[src/rtl/ysyx_22040895_wbu.sv]
// Write-back unit: LSU/EXU arbitration, load alignment and extension, registered GPR write port,
// pending-write scoreboard for decode hazards, and a retired-result counter.
module ysyx_22040895_wbu #(
   parameter int unsigned XLEN = 64
) (
   input  logic            clk,
   input  logic            rst,
   input  logic            issue_valid_i,
   input  logic            issue_wen_i,
   input  logic [4:0]      issue_rd_i,
   input  logic [4:0]      rs1_addr_i,
   input  logic [4:0]      rs2_addr_i,
   output logic            stall_o,
   input  logic            exu_valid_i,
   output logic            exu_ready_o,
   input  logic [4:0]      exu_rd_i,
   input  logic [XLEN-1:0] exu_result_i,
   input  logic            lsu_valid_i,
   output logic            lsu_ready_o,
   input  logic [4:0]      lsu_rd_i,
   input  logic [XLEN-1:0] lsu_rdata_i,
   input  logic [2:0]      lsu_funct3_i,
   input  logic [2:0]      lsu_addr_lo_i,
   output logic            we_o,
   output logic [4:0]      waddr_o,
   output logic [XLEN-1:0] wdata_o,
   output logic            load_err_o,
   output logic [63:0]     retire_cnt_o
);

   logic            lsu_fire, exu_fire, fire, set_en;
   logic [4:0]      sel_rd;
   logic [XLEN-1:0] shifted, load_data, sel_data;
   logic [31:0]     busy_q, busy_d;
   logic            we_q, err_q;
   logic [4:0]      waddr_q;
   logic [XLEN-1:0] wdata_q;
   logic [63:0]     cnt_q;

   // LSU has fixed priority; the EXU only moves when no load is offered.
   assign lsu_ready_o = 1'b1;
   assign exu_ready_o = ~lsu_valid_i;
   assign lsu_fire    = lsu_valid_i;
   assign exu_fire    = exu_valid_i & ~lsu_valid_i;
   assign fire        = lsu_fire | exu_fire;

   assign shifted = lsu_rdata_i >> {lsu_addr_lo_i, 3'b000};

   always_comb begin
      load_data = '0;
      case (lsu_funct3_i)
         3'b000:  load_data = {{(XLEN-8){shifted[7]}}, shifted[7:0]};
         3'b001:  load_data = {{(XLEN-16){shifted[15]}}, shifted[15:0]};
         3'b010:  load_data = {{(XLEN-32){shifted[31]}}, shifted[31:0]};
         3'b011:  load_data = shifted;
         3'b100:  load_data = {{(XLEN-8){1'b0}}, shifted[7:0]};
         3'b101:  load_data = {{(XLEN-16){1'b0}}, shifted[15:0]};
         3'b110:  load_data = {{(XLEN-32){1'b0}}, shifted[31:0]};
         default: load_data = '0;
      endcase
   end

   assign sel_rd   = lsu_fire ? lsu_rd_i : exu_rd_i;
   assign sel_data = lsu_fire ? load_data : exu_result_i;

   assign stall_o = busy_q[rs1_addr_i] | busy_q[rs2_addr_i] | (issue_wen_i & busy_q[issue_rd_i]);
   assign set_en  = issue_valid_i & issue_wen_i & ~stall_o & (issue_rd_i != 5'd0);

   // Clear first, then set, so a same-cycle set on the retiring register wins.
   always_comb begin
      busy_d = busy_q;
      if (we_q) busy_d[waddr_q] = 1'b0;
      if (set_en) busy_d[issue_rd_i] = 1'b1;
      busy_d[0] = 1'b0;
   end

   always_ff @(posedge clk) begin
      if (rst) begin
         busy_q  <= '0;
         we_q    <= 1'b0;
         waddr_q <= '0;
         wdata_q <= '0;
         err_q   <= 1'b0;
         cnt_q   <= '0;
      end else begin
         busy_q <= busy_d;
         we_q   <= fire & (sel_rd != 5'd0);
         if (fire) begin
            waddr_q <= sel_rd;
            wdata_q <= sel_data;
            cnt_q   <= cnt_q + 64'd1;
         end
         if (lsu_fire && lsu_funct3_i == 3'b111) err_q <= 1'b1;
      end
   end

   assign we_o         = we_q;
   assign waddr_o      = waddr_q;
   assign wdata_o      = wdata_q;
   assign load_err_o   = err_q;
   assign retire_cnt_o = cnt_q;

endmodule

[config.mk]
export PLATFORM = sky130hd
export DESIGN_NAME = ysyx_22040895_wbu
export DESIGN_NICKNAME = d
export VERILOG_FILES = /design/src/rtl/ysyx_22040895_wbu.sv
export SDC_FILE = /design/constraint.sdc
export NUM_CORES = 1
export LEC_CHECK = 0
export ABC_AREA = 1
export CAP_MARGIN = 20
export CORE_UTILIZATION = 50
export DETAILED_ROUTE_END_ITERATION = 12
export PLACE_DENSITY = 0.78
export SYNTH_ARGS = -nofsm -noshare
export SYNTH_HDL_FRONTEND = slang
export SYNTH_SLANG_ARGS = --single-unit
[constraint.sdc]
create_clock -name clk -period 2.6 [get_ports clk]
set_input_delay 0.52 -clock clk [delete_from_list [all_inputs] [get_ports clk]]
set_output_delay 0.52 -clock clk [all_outputs]
set_load 0.02 [all_outputs]
==> results.md <==
- The logic depth of the worst register-to-register path is 9.
- The number of synthesized flops with an enable pin is 0.
- The maximum root-to-sink buffer count is 2.
- Once routing completed, OpenROAD measured the worst setup slack at 111.8 ps.
- The number of instances in the synthesized netlist is 1906.
- The worst-case setup slack after placement is -569.9 ps.
- The final core utilization is a little over two thirds.
- The Yosys step of the flow raised 0 warnings.
- The predominant post-synthesis flop cell is dfxtp_1.
- The final max-slew violation count is 0.
- The peak supply drop is 372.2 µV.
- The count of final hold-check violations is 0.
- The most used standard cell by instance count after synthesis is nand2_1.
- The element type at the critical path start is a primary input.
- The run finished with clean final reports.
- The number of clock buffers inserted by TritonCTS is 17.
- The start point of the worst hold path is load_err_o$_SDFFE_PP0P_.
- Dividing the synthesized area by the synthesized cell count gives about 6.2 µm².
- At the pin with the least slew margin, the transition time is 701.8 ps.
- The number of storage elements in the synthesis netlist is 166.
- By startpoint and endpoint, the worst setup path is classified as primary input to primary output.
- The I/O pin count is roughly 300.
- The fraction of synthesized cell area taken by the top area cell type is 28.25%.
- The worst hold path terminates at load_err_o$_SDFFE_PP0P_.
- The tool flagged a number of max-cap violations equal to 0.
- The number of vias per cell is 5.785.
- Based on the critical path, the design can be clocked at up to 401.9 MHz.
- The die covers 24150 µm².
- The class of the most critical hold timing path is flop to flop.
- Headroom to the max-slew limit came out at between 50 and 60%.
- The number of nets still failing antenna checks after routing is 0.
- Power spread over the standard cell area amounts to 443.7 nW/µm².
- After routing the design area is 16030 µm².
- The overall via count from detail_route is 14560.
- Measured along the x axis, the die boundary spans 155.4 µm.
- The number of global-route vias before repair is 13600.
- Along the worst path, the maximum fanout reaches 8.
- The antenna diode count is 0.
- TritonCTS built the clock tree.
- The number of detailed-route iterations in the first pass is 5.
- The post-route DRC violation count is 0.
- For this run, the post-layout net count is 2358.
- For this run, the number of standard cells in the final layout without fillers is 2517.
- The standby leakage power is just over 0.006 µW.
- The first global-routing pass estimated 71330 µm of wire.
- In the finished design, the share of the clock period the worst path needs comes to 95.70%.
- In this run the clock root is driven by a clkbuf_16.
- The starting density of the core is 51.50%.
- The sequential element share of the synthesized area is 28.25%.
- Setup repair after global routing left no endpoint under its margin.
- The H-tree depth is 4.
- The worst hold path passes through 2 cells.
- The register-to-register setup slack is 350 ps.
- The arrival time at the worst endpoint is 1970 ps.
- The cell area after synthesis is 11770 µm².
- From synthesis to final layout, the design area changed by 36.23%.
- The core area is 22850 µm².
- The launch instance of the worst register-to-register path is retire_cnt_o[13]$_SDFFE_PP0P_.
- During placement, the flow inserted port buffers numbering about 300.
- The final count of negative-setup-slack endpoints is 0.
- Across every metal layer, demand over resource in global routing totals 37.44%.
- The routed design has 45530 µm of wire.
- Of all flip-flops after synthesis, the portion carrying an async set or reset was 0%.
- The largest total area in the synthesized netlist belongs to dfxtp_1.
- STA classifies the critical path endpoint as a primary output.
- The minimum clock period after layout is 2488 ps.
- The net count after synthesis is 2072.
- In the post-synthesis netlist, the biggest area contributors are dfxtp_1, nand2_1, o21ai_0.
- Summed over all layers, the global routing overflow is 0.
- The initialized floorplan defines 55 standard-cell rows.
- The clock slew seen by the registers of the worst setup and hold paths is about 70 ps.
- After detailed placement, the total cell area comes to roughly 15000 µm².
- The post-placement cell count is between 2000 and 2500.
- The die height is 155.4 µm.
- For the worst setup path, the data required time is 2080 ps.
- The fraction of layout cells with a size suffix above 1 is 10.89%.
- The worst register-to-register path ends at retire_cnt_o[45]$_SDFFE_PP0P_.
- The wire-length estimate of the detail-placed layout is approximately 34000 µm.
- The initial antenna violation count is 0.
- Sorting the synthesized cells by how often they occur yields nand2_1, o21ai_0, dfxtp_1.
- The tree built by TritonCTS fans out to approximately 170 sinks.
- The global placement routability congestion is roughly 0.99.
- Dividing the detail-routed wire length by the instance count gives about 18 µm.
- The number of violations reported at the end of detailed-routing iteration 0 is 1468.
- The post-route clock skew is around 16 ps.
- The netlist uses 53 different library cells.
- The post-cts hold buffer count is 0.
- The clock reaches the later pin of the worst-skew pair after 440 ps.
- The largest net degree at the start of global routing is 65.
## layout make-up
type	count	area, µm²
multi-input cells	1455	7273
repair buffers	383	3769
clock inverters	13	195.2
inverters	169	636.9
fillers	2107	6819
clock buffers	18	439.2
flip-flops and latches	166	3323
well taps	313	391.6
## sequential cells by signal (all words and copies together) (netlist names)
name,flops
busy_q,31
load_err_o,1
retire_cnt_o,64
waddr_o,5
wdata_o,64
we_o,1
## how the worst max path moves through the flow
stage               endpoint  slack [ps]     startpoint  cells past startpoint
finish               stall_o         110  rs2_addr_i[1]                     12
CTS                  stall_o           1  issue_rd_i[0]                     13
global route         stall_o           9  rs2_addr_i[1]                     12
global placement     stall_o        -580  issue_rd_i[0]                     14
floorplan            stall_o         320  issue_rd_i[0]                     12
detailed placement   stall_o        -570  issue_rd_i[0]                     14
## through the flow
| stage | hold slack, ps | setup TNS [ps] | power, µW |
|---|---|---|---|
| 2_1_floorplan | 466.8 | 0 | 3553 |
| 3_3_place_gp | 458.7 | -2277 | 4283 |
| 3_5_place_dp | 469.0 | -1651 | 4297 |
| 4_1_cts | 488.7 | 0 | 7080 |
| 5_1_grt | 524.5 | 0 | 7339 |
| 6_report | 485.7 | 0 | 7111 |
## per-layer routing
metal	GRT usage, %	up-vias	routed length, µm
met1	47.11	6650	18020
met4	18.25	0	2227
li1	-	6962	-
met2	61.95	807	21290
met5	0	-	0
met3	6.351	141	3994
## critical path: stages
cell	delay [ps]
clkdlybuf4s50_1	510
buf_6	150
nand3_1	80
nand3_1	70
nand2_1	60
nand2_1	50
nand3_1	70
nand2_1	60
nand2_1	80
nor2_4	100
inv_1	50
buf_4	150
## kinds of logic (layout without fill, tap and decap cells)
logic type / Yosys count / after routing / share of synthesized area [%]
compound gates: 505 / 505 / 23.59
xor+xnor: 13 / 13 / 0.9678
fa+ha+maj: 1 / 1 / 0.1063
buf+inv: 285 / 583 / 10.33
flops: 166 / 166 / 28.25
mux: 9 / 9 / 0.7657
other cells: 1 / 1 / 0.03187
simple gates: 926 / 926 / 35.97
## cell usage in the layout (no fill, tap or decap), types with 5 or more instances in the layout
cell	instances
o21ai_0	270
a31oi_1	9
nor3_2	13
mux2i_1	9
xnor2_1	6
or2_2	5
nand3_2	35
xor2_1	7
inv_1	155
inv_2	11
nand3_1	148
o311ai_0	7
nor3_1	35
a21oi_1	144
clkdlybuf4s50_1	289
dfxtp_1	166
nand4_1	38
nand2_1	461
nor2_1	158
buf_4	70
o31ai_1	6
buf_12	10
nor4_1	7
clkbuf_16	17
a21oi_2	30
nor2_2	5
nor2_4	5
dlygate4sd2_1	5
o21ai_1	16
## report_power, final
group / internal (µW) / switching, µW / leakage, µW / total, µW
Clock: 1650 / 1170 / 0.000306 / 2820
Sequential: 2630 / 55.4 / 0.00135 / 2680
Combinational: 685 / 920 / 0.00458 / 1610
## what timing repair did
action                     CTS  global route
resized for setup           23             7
pin swaps                    1             0
setup endpoints to repair    1             1
buffers inserted             2             0
gates cloned                 2             0
hold endpoints to repair     0             0
(Power assumes the default switching activity.)
